[config.mk]
export PLATFORM = sky130hd
export DESIGN_NAME = mem_port_arbiter
export DESIGN_NICKNAME = d
export VERILOG_FILES = /design/src/rtl/mem_port_arbiter.sv
export SDC_FILE = /design/constraint.sdc
export NUM_CORES = 1
export LEC_CHECK = 0
export BUFFER_PORTS_ARGS = -buffer_cell sky130_fd_sc_hd__buf_4
export CAP_MARGIN = 20
export CORE_MARGIN = 5
export CORE_UTILIZATION = 47
export DETAILED_ROUTE_END_ITERATION = 7
export GPL_TIMING_DRIVEN = 0
export HOLD_SLACK_MARGIN = 0.06
export PLACE_DENSITY = 0.8
export SLEW_MARGIN = 20
export SYNTH_ARGS = -nofsm -noshare
export SYNTH_HDL_FRONTEND = slang
export SYNTH_SLANG_ARGS = --single-unit
[constraint.sdc]
create_clock -name clk -period 2.33 [get_ports clk]
set_clock_uncertainty 0.2 [all_clocks]
set_input_delay 0.1165 -clock clk [delete_from_list [all_inputs] [get_ports clk]]
set_output_delay 0.1165 -clock clk [all_outputs]
set_load 0.05 [all_outputs]
[src/rtl/mem_port_arbiter.sv]
// Shares one single-port memory between IF and data ports; data first, IF forced in after MAX_D_STREAK data grants, hung memory aborted after TIMEOUT cycles.
// Request at edge N -> mem_req from N+1, ack at N+1+k -> ready pulse in N+2+k; requesters stall (req held) until their ready pulse.
module mem_port_arbiter #(
    parameter int MAX_D_STREAK = 4,
    parameter int TIMEOUT      = 16
) (
    input  logic        clk,
    input  logic        reset,
    input  logic        if_req,
    input  logic [31:0] if_addr,
    output logic [31:0] if_rdata,
    output logic        if_ready,
    input  logic        d_req,
    input  logic        d_we,
    input  logic [31:0] d_addr,
    input  logic [31:0] d_wdata,
    input  logic [3:0]  d_be,
    output logic [31:0] d_rdata,
    output logic        d_ready,
    output logic        mem_req,
    output logic        mem_we,
    output logic [31:0] mem_addr,
    output logic [31:0] mem_wdata,
    output logic [3:0]  mem_be,
    input  logic [31:0] mem_rdata,
    input  logic        mem_ack,
    output logic        stall_if,
    output logic        stall_mem,
    output logic        err_timeout
);
    localparam int SW = $clog2(MAX_D_STREAK + 1);
    localparam int TW = $clog2(TIMEOUT);
    localparam logic [SW-1:0] STREAK_MAX = SW'(MAX_D_STREAK);
    localparam logic [TW-1:0] TIMER_LAST = TW'(TIMEOUT - 1);

    typedef enum logic [1:0] {IDLE, BUSY_I, BUSY_D, DONE} state_t;

    state_t        state_q;
    logic [SW-1:0] streak_q, streak_d;
    logic [TW-1:0] timer_q;
    logic          mem_req_q, mem_we_q;
    logic [31:0]   mem_addr_q, mem_wdata_q;
    logic [3:0]    mem_be_q;
    logic          if_ready_q, d_ready_q, err_q;
    logic [31:0]   if_rdata_q, d_rdata_q;
    logic          data_wins;
    logic          done_now;
    logic [31:0]   rdata_cap;

    // Streak only counts data grants that overtook a waiting fetch.
    always_comb begin
        data_wins = d_req && !(if_req && streak_q == STREAK_MAX);
        streak_d  = '0;
        if (data_wins && if_req) begin
            streak_d = (streak_q == STREAK_MAX) ? streak_q : streak_q + SW'(1);
        end
        done_now  = mem_ack || (timer_q == TIMER_LAST);
        rdata_cap = mem_ack ? mem_rdata : 32'h0;
    end

    always_ff @(posedge clk) begin
        if (reset) begin
            state_q     <= IDLE;
            streak_q    <= '0;
            timer_q     <= '0;
            mem_req_q   <= 1'b0;
            mem_we_q    <= 1'b0;
            mem_addr_q  <= '0;
            mem_wdata_q <= '0;
            mem_be_q    <= '0;
            if_ready_q  <= 1'b0;
            d_ready_q   <= 1'b0;
            if_rdata_q  <= '0;
            d_rdata_q   <= '0;
            err_q       <= 1'b0;
        end else begin
            if_ready_q <= 1'b0;
            d_ready_q  <= 1'b0;
            case (state_q)
                IDLE: begin
                    if (data_wins) begin
                        state_q     <= BUSY_D;
                        mem_req_q   <= 1'b1;
                        mem_we_q    <= d_we;
                        mem_addr_q  <= d_addr;
                        mem_wdata_q <= d_wdata;
                        mem_be_q    <= d_be;
                        streak_q    <= streak_d;
                    end else if (if_req) begin
                        state_q     <= BUSY_I;
                        mem_req_q   <= 1'b1;
                        mem_we_q    <= 1'b0;
                        mem_addr_q  <= if_addr;
                        mem_wdata_q <= '0;
                        mem_be_q    <= 4'hF;
                        streak_q    <= '0;
                    end
                end
                BUSY_I, BUSY_D: begin
                    if (done_now) begin
                        state_q   <= DONE;
                        mem_req_q <= 1'b0;
                        timer_q   <= '0;
                        if (!mem_ack) begin
                            err_q <= 1'b1;
                        end
                        if (state_q == BUSY_I) begin
                            if_ready_q <= 1'b1;
                            if_rdata_q <= rdata_cap;
                        end else begin
                            d_ready_q <= 1'b1;
                            d_rdata_q <= rdata_cap;
                        end
                    end else begin
                        timer_q <= timer_q + TW'(1);
                    end
                end
                DONE: begin
                    state_q <= IDLE;
                end
                default: begin
                    state_q <= IDLE;
                end
            endcase
        end
    end

    assign mem_req     = mem_req_q;
    assign mem_we      = mem_we_q;
    assign mem_addr    = mem_addr_q;
    assign mem_wdata   = mem_wdata_q;
    assign mem_be      = mem_be_q;
    assign if_ready    = if_ready_q;
    assign if_rdata    = if_rdata_q;
    assign d_ready     = d_ready_q;
    assign d_rdata     = d_rdata_q;
    assign err_timeout = err_q;
    assign stall_if    = if_req & ~if_ready_q;
    assign stall_mem   = d_req & ~d_ready_q;
endmodule

==> results.json <==
{
  "critPathCaptureType": "flop",
  "fin_ws_ns": -0.103,
  "drive_above_1_share_pct": 31.1,
  "violations": "setup timing",
  "vias_per_cell": 6.08,
  "ctsRootBufferMaster": "clkbuf_16",
  "cpLargestDelayFamily": "buffers and inverters",
  "dpl_cell_area_sq_um": 8240,
  "crit_path_top_delay_cell": "dlygate4sd3_1",
  "cp_cell_sequence": "inv_1 -> ha_1 -> and3_1 -> buf_2 -> buf_6 -> o21ai_2 -> a21oi_1 -> dlygate4sd3_1",
  "ir_worst_vdd_uv": 768,
  "cts_sinks": 146,
  "async_reset_ff_share_pct": 0,
  "dp_slack_ns": 0.339,
  "finish.utilization_pct": 81.8,
  "die_y_um": 123,
  "first_pass_iters": 5,
  "startpoint_type": "flop",
  "clk_latency_ns": 0.42,
  "maxSlewHeadroom_pct": 60.1,
  "clockBufferDepth": 2,
  "required_ns": 2.43,
  "cts_htree_levels": 4,
  "report.final.slew_viol_count": 0,
  "fill_cells": 751,
  "synth.distinct_cells": 38,
  "yosysMostFrequentCell": "dfxtp_1",
  "clock.fmax_ghz": 0.411,
  "place.gp.congestion": 0.878,
  "synth_area_per_cell_sq_um": 8.20,
  "synth_edf_count": 0,
  "finalHoldViolCount": 0,
  "critPathMaxStageDelay_ns": 0.62,
  "die-area_sq_um": 15100,
  "initial_utilization_pct": 47.6,
  "synth_top_flop_cell": "dfxtp_1",
  "setup_violations": 2,
  "synthTopCellsByArea": "dfxtp_1, a21oi_1, o21ai_0",
  "arrival_ns": 2.54,
  "io_buffers": 273,
  "tightest_slew_ns": 0.598,
  "grt_pass1_vias": 8223,
  "outcome": "finished with violations",
  "synth_top_area_cell": "dfxtp_1",
  "synth_seq_cells": 146,
  "crit_type": "reg -> reg",
  "drc": 0,
  "hp-class": "in -> reg",
  "yosys_warnings": 0,
  "drt_iter0_drc": 1011,
  "syn-num-nets": 873,
  "area_growth_pct": 71.9,
  "via_count": 8173,
  "fin_hold_ws_ns": 0.0508,
  "cts_tree": "done",
  "dp_hpwl_mm": 17.0,
  "synth_seq_area_share_pct": 48.9,
  "clk_pin_slew_ns": 0.07,
  "yosysTopAreaCellShare_pct": 48.9,
  "p_per_area_nw_per_um2": 1160,
  "leakage_nw": 4.34,
  "layout.nets": 1301,
  "wirelength_mm": 29.3,
  "grt_start_max_net_pins": 17,
  "antenna_found_initial": 2,
  "grt_overflow": 0,
  "wl_per_cell_um": 21.8,
  "ant_nets": 0,
  "power_w": 0.0119,
  "die_w_um": 123,
  "ys_top_cells_by_count": "dfxtp_1, a21oi_1, o21ai_0",
  "period_share_pct": 104,
  "netlist_instances": 729,
  "grt_pass1_wl_mm": 43.4,
  "postLayoutCellArea_sq_um": 10300,
  "rows": 41,
  "crit_path_max_fanout": 10,
  "numCtsBuffers": 17,
  "synth_area_sq_um": 5980,
  "max_cap_viol_count": 0,
  "min_period_ns": 2.43,
  "critPathBufInv": 4,
  "grt_use_total_pct": 37.1,
  "core-area_sq_um": 12600,
  "io_pins": 277
}
## through the flow
step | setup TNS, ns | std cells
floorplan | 0 | 729
CTS | 0 | 1343
global placement | 0 | 1174
global route | -0.243 | 1344
finish | -0.148 | 1345
detailed placement | 0 | 1174
## metal layers
layer / wire length (um) / GRT usage [%] / vias to the layer above
met5: 0 / 0 / -
met4: 2080 / 25.9 / 0
met3: 3330 / 10.8 / 192
met2: 14100 / 63.9 / 693
met1: 9830 / 38.8 / 3772
li1: - / - / 3516
## worst register-to-register path, delay by kind of cell, from the launching register on
kind | cells | cell delay (ns)
AND/OR/NAND/NOR | 1 | 0.17
flip-flops | 1 | 0.36
adder cells (fa/ha/maj) | 1 | 0.22
AO/OA/AOI/OAI | 2 | 0.37
buffers and inverters | 4 | 1.02
## cell families after synthesis
| family | after synthesis | synth area share (%) |
|---|---|---|
| simple gates | 170 | 14.2 |
| fa+ha+maj | 6 | 1.26 |
| compound gates | 316 | 28.2 |
| buf+inv | 89 | 7.07 |
| flops | 146 | 48.9 |
| mux | 2 | 0.335 |
## placed cells by master, fill, tap and decap left out, types with 2 or more instances in the layout
| cell | count |
|---|---|
| a21oi_1 | 138 |
| a31oi_1 | 32 |
| a32oi_1 | 2 |
| a41oi_1 | 2 |
| and3_1 | 2 |
| buf_1 | 7 |
| buf_2 | 32 |
| buf_4 | 278 |
| buf_6 | 4 |
| bufinv_16 | 4 |
| clkbuf_1 | 27 |
| clkbuf_16 | 17 |
| clkbuf_2 | 7 |
| clkbuf_4 | 2 |
| clkinv_2 | 3 |
| clkinv_4 | 3 |
| clkinvlp_4 | 2 |
| dfxtp_1 | 145 |
| diode_2 | 3 |
| dlygate4sd3_1 | 136 |
| ha_1 | 6 |
| inv_1 | 6 |
| mux2i_1 | 2 |
| nand2_1 | 43 |
| nand3_1 | 69 |
| nand3b_1 | 2 |
| nand4_1 | 33 |
| nor2_1 | 10 |
| nor2b_1 | 3 |
| nor3_1 | 2 |
| nor3b_1 | 2 |
| o21ai_0 | 102 |
| o21ai_1 | 27 |
| o21ai_2 | 4 |
## worst paths after layout
check                                  start            to  slack, ns  cells past startpoint
worst max-delay path             streak_q[1]   mem_addr[3]      -0.10                      8
worst max register to register   streak_q[1]   mem_addr[3]      -0.10                      8
worst min-delay path              d_addr[14]  mem_addr[14]       0.05                      3
worst min register to register  mem_wdata[4]  mem_wdata[4]       0.26                      2
## area by class of cell
class	instances	area, sq um	area share (%)
timing repair buffer	409	3410	33.2
sequential	146	2920	28.5
multi-input combinational	494	2660	25.9
clock buffer	19	433	4.21
buffer	82	413	4.02
tap	172	215	2.09
clock inverter	13	185	1.80
inverter	7	28.8	0.280
antenna	3	7.51	0.0730
## sequential cells by signal (all words and copies together), names as in the netlist
register	count
state_q	2
streak_q	3
d_rdata	32
err_timeout	1
if_ready	1
mem_we	1
mem_wdata	32
mem_req	1
if_rdata	32
mem_be	4
d_ready	1
mem_addr	32
timer_q	4
## where the power goes
part | total [W] | switching, W | internal (W)
Sequential | 0.00337 | 0.000351 | 0.00302
Combinational | 0.00561 | 0.00386 | 0.00175
Clock | 0.00292 | 0.00112 | 0.00180
## what timing repair did
item	in CTS	in global routing
hold buffers	137	1
hold endpoints to repair	141	1
gates resized for setup	0	34
setup buffers	0	0
endpoints found under the setup margin	0	12
Power figures use the tool's default switching activity.
